### src/rtl/cpu_pkg.sv
// Shared CPU front-end definitions: PC width, reset vector and the
// sequencer state encoding.
package cpu_pkg;

    localparam int PC_WIDTH = 16;

    localparam logic [PC_WIDTH-1:0] DEFAULT_RESET_VECTOR = 16'h0000;

    localparam logic [1:0] ST_BOOT     = 2'd0;
    localparam logic [1:0] ST_FETCH    = 2'd1;
    localparam logic [1:0] ST_REDIRECT = 2'd2;
    localparam logic [1:0] ST_HALTED   = 2'd3;

    typedef enum logic [1:0] {
        BOOT     = ST_BOOT,
        FETCH    = ST_FETCH,
        REDIRECT = ST_REDIRECT,
        HALTED   = ST_HALTED
    } seq_state_t;

endpackage

### src/rtl/pc_next_sel.sv
// Combinational next-PC selection: taken branch > jump > sequential advance > hold.
module pc_next_sel
    import cpu_pkg::*;
(
    input  logic [PC_WIDTH-1:0] pc,
    input  logic                advance,
    input  logic                redirect_en,
    input  logic                br_valid,
    input  logic                br_taken,
    input  logic [PC_WIDTH-1:0] br_imm,
    input  logic [PC_WIDTH-1:0] br_pc_plus_two,
    input  logic                jmp_valid,
    input  logic [PC_WIDTH-1:0] jmp_target,
    output logic [PC_WIDTH-1:0] next_pc,
    output logic                redirect
);

    logic                br_redirect;
    logic [PC_WIDTH-1:0] br_target;
    logic [PC_WIDTH-1:0] jmp_addr;

    // Immediate is in halfwords; the shift drops bit 15 and the add wraps.
    assign br_redirect = br_valid & br_taken;
    assign br_target   = br_pc_plus_two + (br_imm << 1);
    assign jmp_addr    = jmp_target & ~PC_WIDTH'(1);
    assign redirect    = redirect_en & (br_redirect | jmp_valid);

    always_comb begin
        next_pc = pc;
        if (redirect) begin
            next_pc = br_redirect ? br_target : jmp_addr;
        end else if (advance) begin
            next_pc = pc + PC_WIDTH'(2);
        end
    end

endmodule

### src/rtl/pc_sequencer.sv
// Instruction-fetch PC sequencer: boot, sequential fetch, branch/jump
// redirect with one-cycle flush, and halt handling.
module pc_sequencer
    import cpu_pkg::*;
#(
    parameter logic [PC_WIDTH-1:0] RESET_VECTOR = DEFAULT_RESET_VECTOR
) (
    input  logic                clk,
    input  logic                rst_n,
    input  logic                fetch_ready,
    input  logic                stall,
    input  logic                halt_req,
    input  logic                br_valid,
    input  logic                br_taken,
    input  logic [PC_WIDTH-1:0] br_imm,
    input  logic [PC_WIDTH-1:0] br_pc_plus_two,
    input  logic                jmp_valid,
    input  logic [PC_WIDTH-1:0] jmp_target,
    output logic [PC_WIDTH-1:0] pc,
    output logic [PC_WIDTH-1:0] pc_plus_two,
    output logic                fetch_valid,
    output logic                flush,
    output logic                halted,
    output logic [7:0]          redirect_count
);

    seq_state_t          state_reg;
    seq_state_t          state_next;
    logic [PC_WIDTH-1:0] pc_reg;
    logic [PC_WIDTH-1:0] pc_next;
    logic                flush_reg;
    logic [7:0]          count_reg;
    logic                advance;
    logic                redirect_en;
    logic                redirect;

    // During BOOT and the flush cycle the execute/decode stages hold only
    // squashed work, so their redirect requests are not honoured.
    assign redirect_en = (state_reg == FETCH) || (state_reg == HALTED);
    assign advance     = (state_reg == FETCH) && fetch_ready && !stall;

    pc_next_sel u_pc_next_sel (
        .pc             (pc_reg),
        .advance        (advance),
        .redirect_en    (redirect_en),
        .br_valid       (br_valid),
        .br_taken       (br_taken),
        .br_imm         (br_imm),
        .br_pc_plus_two (br_pc_plus_two),
        .jmp_valid      (jmp_valid),
        .jmp_target     (jmp_target),
        .next_pc        (pc_next),
        .redirect       (redirect)
    );

    always_comb begin
        state_next = state_reg;
        case (state_reg)
            BOOT:     state_next = FETCH;
            FETCH: begin
                if (redirect) begin
                    state_next = REDIRECT;
                end else if (halt_req && (fetch_ready || stall)) begin
                    state_next = HALTED;
                end
            end
            REDIRECT: state_next = halt_req ? HALTED : FETCH;
            HALTED: begin
                if (!redirect && !halt_req) begin
                    state_next = FETCH;
                end
            end
            default:  state_next = BOOT;
        endcase
    end

    always_ff @(posedge clk or negedge rst_n) begin
        if (!rst_n) begin
            state_reg <= BOOT;
            pc_reg    <= RESET_VECTOR;
            flush_reg <= 1'b0;
            count_reg <= 8'h00;
        end else begin
            state_reg <= state_next;
            pc_reg    <= pc_next;
            flush_reg <= redirect;
            if (redirect && (count_reg != 8'hFF)) begin
                count_reg <= count_reg + 8'h01;
            end
        end
    end

    assign pc             = pc_reg;
    assign pc_plus_two    = pc_reg + PC_WIDTH'(2);
    assign fetch_valid    = (state_reg == FETCH);
    assign flush          = flush_reg;
    assign halted         = (state_reg == HALTED);
    assign redirect_count = count_reg;

endmodule
### config.mk
export PLATFORM = sky130hd
export DESIGN_NAME = pc_sequencer
export DESIGN_NICKNAME = d
export VERILOG_FILES = /design/src/rtl/cpu_pkg.sv /design/src/rtl/pc_next_sel.sv /design/src/rtl/pc_sequencer.sv
export SDC_FILE = /design/constraint.sdc
export NUM_CORES = 1
export LEC_CHECK = 0
export CAP_MARGIN = 20
export CORE_ASPECT_RATIO = 1.4
export CORE_UTILIZATION = 55
export DETAILED_ROUTE_END_ITERATION = 10
export DONT_BUFFER_PORTS = 1
export HOLD_SLACK_MARGIN = 0.06
export PLACE_DENSITY = 0.75
export SYNTH_ARGS = -nofsm -noshare
export SYNTH_HDL_FRONTEND = slang
export SYNTH_SLANG_ARGS = --single-unit
### constraint.sdc
create_clock -name clk -period 2.79 [get_ports clk]
set_input_delay 0.558 -clock clk [delete_from_list [all_inputs] [get_ports clk]]
set_output_delay 0.558 -clock clk [all_outputs]
set_load 0.005 [all_outputs]
* Word-level counts from Yosys, hierarchy flattened
Index checks and enable logic that the tools add are counted.
** Cells by class
- Eq/ne operators :: 6
- Bitwise operators :: 3
- $add $sub $neg :: 3
- Multiplexer cells :: 8
- Reduce and logical (&&, ||, !) cells :: 13
** Operators with widths (number)
- $mux 16 :: 3
- $add 16x16->16 :: 1
- $add 16x2->16 const B :: 1
- $add 8x1->8 const B :: 1
- $mux 2 :: 4
- $ne 8x8->1 const B :: 1
- $pmux 2 s4 :: 1
- $logic_and 1x1->1 :: 5
- $eq 2x2->1 const B :: 2
- $logic_not 1->1 :: 3
- $ne 3x1->1 const B :: 1
- $and 1x1->1 :: 2
- $eq 2x1->1 const B :: 1
- $logic_not 2->1 :: 1
- $logic_or 1x1->1 :: 2
- $ne 2x1->1 const B :: 1
- $reduce_and 2->1 :: 1
- $reduce_bool 2->1 :: 1
- $or 1x1->1 :: 1
** Storage, ports and cells
- Output and inout bits :: 43
- Word-level logic and storage cells :: 37
- Input port bits :: 56
- Flip-flop bits (word level) :: 27

* Depth between registers and ports, before layout
- Word-level depth :: 7
- Depth in mapped cells :: 9
- Gate-level depth less buffers :: 9

* Cells and area by module
Synthesis repeated with hierarchy kept, for this count alone.
** Unflattened totals
- Cells, all modules :: 308
- Area total of the unflattened synthesis :: 2690.1 um2
** By module, submodules not included
- pc_next_sel :: cells an instance 195, seq. area each 0.0 um2, times used 1, area an instance 1387.6 um2
- pc_sequencer :: cells an instance 113, seq. area each 675.6 um2, times used 1, area an instance 1302.5 um2

* Worst setup path before layout
Ideal clock, no wire load.
- Path type :: input -> register
- Start :: in br_imm[0]
- End :: reg pc_reg[15] (netlist: pc[15])
- Library setup time :: 0.139 ns
- Path buffers :: 0
- Stages :: 9
- Required time :: 2.651 ns
- Arrival :: 2.461 ns
- Path slack :: 0.191 ns
- Cell sequence :: ha_1 > inv_1 > fa_1 > nor2b_1 > o2111ai_4 > a21oi_2 > o211ai_2 > and4_4 > or4_1
** On the way
- Longest elaborated chain between the ends :: 3
** RTL lines
- start, declared :: line pc_sequencer.sv:15 : input logic [PC_WIDTH-1:0] br_imm,
- $add 16x16->16 :: line pc_next_sel.sv:24 : assign br_target = br_pc_plus_two + (br_imm << 1);
- $mux 16 :: line pc_next_sel.sv:31 : next_pc = br_redirect ? br_target : jmp_addr;
- $mux 16 :: line pc_next_sel.sv:30 : if (redirect) begin
- end signal, assigned :: line pc_sequencer.sv:85 : pc_reg <= pc_next;
- end, declared :: line pc_sequencer.sv:29 : logic [PC_WIDTH-1:0] pc_reg;
No other way between the ends.
A chain may end at the register's enable or synchronous reset.

* Final worst setup path
Same ends and word-level chain as after synthesis.

==> results.md <==
Outcome:
- The run finished, with violations left.
- The final reports fail on design-rule violations.

Layout:
- The layout overhead on the synthesized area is 4.74%.
- Measured on the finished design, the core utilization comes to 59.9%.
- In the layout the commonest cells are sky130_fd_sc_hd__nand2_1 (34), sky130_fd_sc_hd__nor2_1 (27), sky130_fd_sc_hd__dfrtp_1 (27).
- The fraction of layout cells with a size suffix above 1 is 7.27%.
- The net count of the finished layout is 366.
- The flip-flop count of the largest register, all copies and words added is 16.
- The number of antenna diodes in the final layout is 0.
- The most common library cell in the layout ignoring fill and taps is sky130_fd_sc_hd__nand2_1.

Synth:
- For this run, the leading register cell type out of synthesis is sky130_fd_sc_hd__dfrtp_1.
- The number of synthesized flops with an enable pin is 0.
- The Yosys step of the flow raised 0 warnings.
- The cell type contributing the most total cell area after synthesis is sky130_fd_sc_hd__dfrtp_1.
- The synthesized netlist devotes 10.7% of its cell area to adder and majority cells.
- The post-synthesis sequential element count is 27.
- Summing the areas of all and, or, nand and nor instances in the mapped netlist gives 22.5% of the synthesized area.
- Summing the areas of all compound-gate instances in the mapped netlist gives 18.4% of the synthesized area.
- Synthesis handed over a netlist of 288 instances.
- The portion of synthesized area spent on multiplexers is 1.30%.
- The mean instance size in the synthesized netlist is 8.34 sq um.
- For this run, asynchronously set or reset flops after synthesis account for 100%.
- In this run the biggest area consumer among cell types represents 28.1% of the synthesized area.
- The mapped netlist covers 0.00240 sq mm.
- The combinational family with the most area after synthesis is simple AND/OR/NAND/NOR gates.
- Ranked by total cell area, the synthesized netlist is headed by sky130_fd_sc_hd__dfrtp_1 (28%), sky130_fd_sc_hd__ha_1 (9.9%), sky130_fd_sc_hd__xnor2_1 (9.1%).
- Sequential elements use 28.1% of the synthesized area.
- After Yosys synthesis, XOR and XNOR cells account for 15.3% of the synthesized area.
- After synthesis, the netlist uses 54 different library cells.
- The number of nets handed over by synthesis was 364.

Floorplanning:
- The vertical die dimension is 80.2 um.
- The die boundary width is 57.9 um.
- The overall die area is 0.00464 sq mm.
- The initial utilization of the core area, before any placement, comes to 57.1%.
- The top-level port count is 99.
- The number of rows created at floorplan is 28.
- The core region is 0.00420 sq mm.

STA:
- The ratio of final minimum period to clock period is 86.7%.
- The actual slew at the worst max-slew pin is 0.483 ns.
- In the final timing run, aggregate negative setup slack is 0 ns.
- The final number of max-transition violations came to 0.
- The final number of hold-violating endpoints is 0.
- Setup slack on the critical path of the routed design comes to 0.370 ns.
- The tightest slew margin relative to the limit is 67.7%.
- The largest clock skew in the final design is 0.00128 ns.
- The final period demand of the worst path is 2.42 ns.
- The setup-violating endpoint count in the final report is 0.
- Setup repair after global routing left no endpoint under its margin.
- The maximum frequency from static timing analysis is 413 MHz.

Global routing:
- Entering global routing, the biggest net connects 28 pins.
- The via count of the first global-routing pass is 2,018.
- The initial antenna violation count was 0.
- Summed over all layers, the global routing overflow is 0.
- Global routing consumed, over all layers together, 25.7% of the routing resources.
- The global-route wire length before repair is 9180 um.

Route:
- The starting DRC count in detailed routing is 106.
- Using the TritonRoute via totals, the vias-per-cell ratio works out to 6.29.
- The number of nets with antenna violations after detailed routing is 0.
- The routed length per instance is 17.7 um.
- The total length of routed wires is 5930 um.
- The routed layout has 2,100 vias.
- The number of remaining DRC errors is 7.
- The first detailed-routing pass ran for 7 iterations.

Placement:
- Timing analysis after detailed placement gives a worst setup slack of 0.0682 ns.
- The placer congestion estimate is 0.835.
- Input and output buffers added on the ports amount to 0.
- The half-perimeter wire length after placement is 4680 um.

CTS:
- After clock tree synthesis, the flow added hold-fix buffers numbering 1.
- Clock-pin slew was measured on the worst setup and hold paths at 0.10 ns.
- The number of gates resized after CTS was 0.
- The maximum root-to-sink buffer count is 2.
- In this run the post-CTS setup repair buffer count came out at 0.
- Counting every sink on the clock net gives 27.
- The root buffer cell chosen for the clock tree is sky130_fd_sc_hd__clkbuf_8.
- Counting the buffers created by CTS gives 3.
- The clock tree from TritonCTS is built.
- The count of H-tree levels built during CTS is 1.
- The clock reaches the later pin of the worst-skew pair after 0.28 ns.

Worst setup path:
- The critical path goes through ha_1, inv_1, fa_1, nor2b_1, o2111ai_4, a21oi_2, o211ai_2, and4_4, or4_1.
- Tracing the worst setup path back leads to its startpoint at br_imm[0].
- The type of origin of the critical path is an input pin.
- The critical path is of the input pin to flip-flop type.
- For the worst setup path, the data required time is 2.95 ns.
- The critical register-to-register path startpoint is pc[2].
- The highest cell delay on the worst timing path is 0.46 ns.
- The cell class contributing the biggest share of worst-path delay is simple AND/OR/NAND/NOR gates.
- The kind of end point of the critical path is a flip-flop.
- Data arrives at the worst endpoint at 2.58 ns.
- The maximum net fanout on the critical path is 3.
- Among all stages on the critical path, the largest delay is contributed by sky130_fd_sc_hd__or4_1.
- The number of buffer and inverter stages on the critical path is 1.

Worst hold path:
- The worst min-delay path category is input pin to asynchronous set/reset pin.

Power:
- The power per cell area is 848 mW/mm^2.
- The total leakage power is 1.06 nW.
- Across the VDD grid, the largest voltage drop is 0.443 mV.

Flow run:
- The tool flagged a number of max-cap violations equal to 0.
per-layer routing:
| layer | GRT usage [%] | wire, um | vias up |
|---|---|---|---|
| li1 | - | - | 1028 |
| met1 | 27.9 | 2180 | 979 |
| met2 | 46.9 | 3160 | 80 |
| met3 | 5.80 | 412 | 13 |
| met4 | 10.7 | 172 | 0 |
| met5 | 0 | 0 | - |
cells by family after synthesis:
logic type,count (synthesis)
buffers and inverters,19
DFF,27
adders and majority gates,20
AOI/OAI and AO/OA,64
and+or+nand+nor,113
muxes,3
xor gates and xnor gates,42
worst reg2reg max path, delay by kind of cell, from the launching register on:
kind | cells | cell delay (ns)
compound gates | 1 | 0.08
fa+ha+maj | 1 | 0.25
xor+xnor | 1 | 0.18
flops | 1 | 0.42
simple gates | 4 | 1.33
path summary, 6_finish.rpt:
check,slack [ns],end,cells after the start
max,0.37,pc[15],9
min in group clk,0.40,pc[0],1
max reg2reg,0.41,pc[15],7
max in group asynchronous,2.54,pc[1],1
min,0.08,pc[4],1
min reg2reg,0.52,redirect_count[7],1
cell type report:
cell class | instances | area (sq um)
Clock inverter | 1 | 5.00
Timing Repair Buffer | 7 | 65.1
Clock buffer | 3 | 41.3
Multi-Input combinational cell | 242 | 1640
Fill cell | 383 | 1690
Sequential cell | 27 | 676
Inverter | 9 | 33.8
Tap cell | 45 | 56.3
cells in the mapped netlist (all sizes together), types with 2 or more instances:
master and n:
nor2 27, a21oi 18, mux2i 2, and3 6, inv 9, dfrtp 27, nand2 36, xnor2 25
a31oi 7, and4 2, a211oi 4, buf 3, or2 3, xor2 17, a21o 4, o21ai 10
ha 19, clkbuf 7, o22ai 3, nand4 4, a221oi 3, o211ai 2, a22oi 2, or3 2
nor2b 3, a311oi 2, nor3 13, nand3 9, o2111ai 2, nand2b 2
where the power goes:
part	switching, mW	internal [mW]
clock	0.134	0.101
combinational	0.590	0.461
sequential	0.275	0.572
per-stage QoR:
step | power, mW | instance area (sq um) | hold slack [ns] | cells
after floorplan | 1.64 | 2400 | 0.262 | 288
after global placement | 1.86 | 2450 | 0.263 | 329
after detailed placement | 1.89 | 2450 | 0.263 | 329
after CTS | 2.13 | 2520 | 0.0809 | 334
after global routing | 2.31 | 2520 | 0.0758 | 334
final | 2.13 | 2520 | 0.0847 | 334
(Power assumes the default switching activity.)
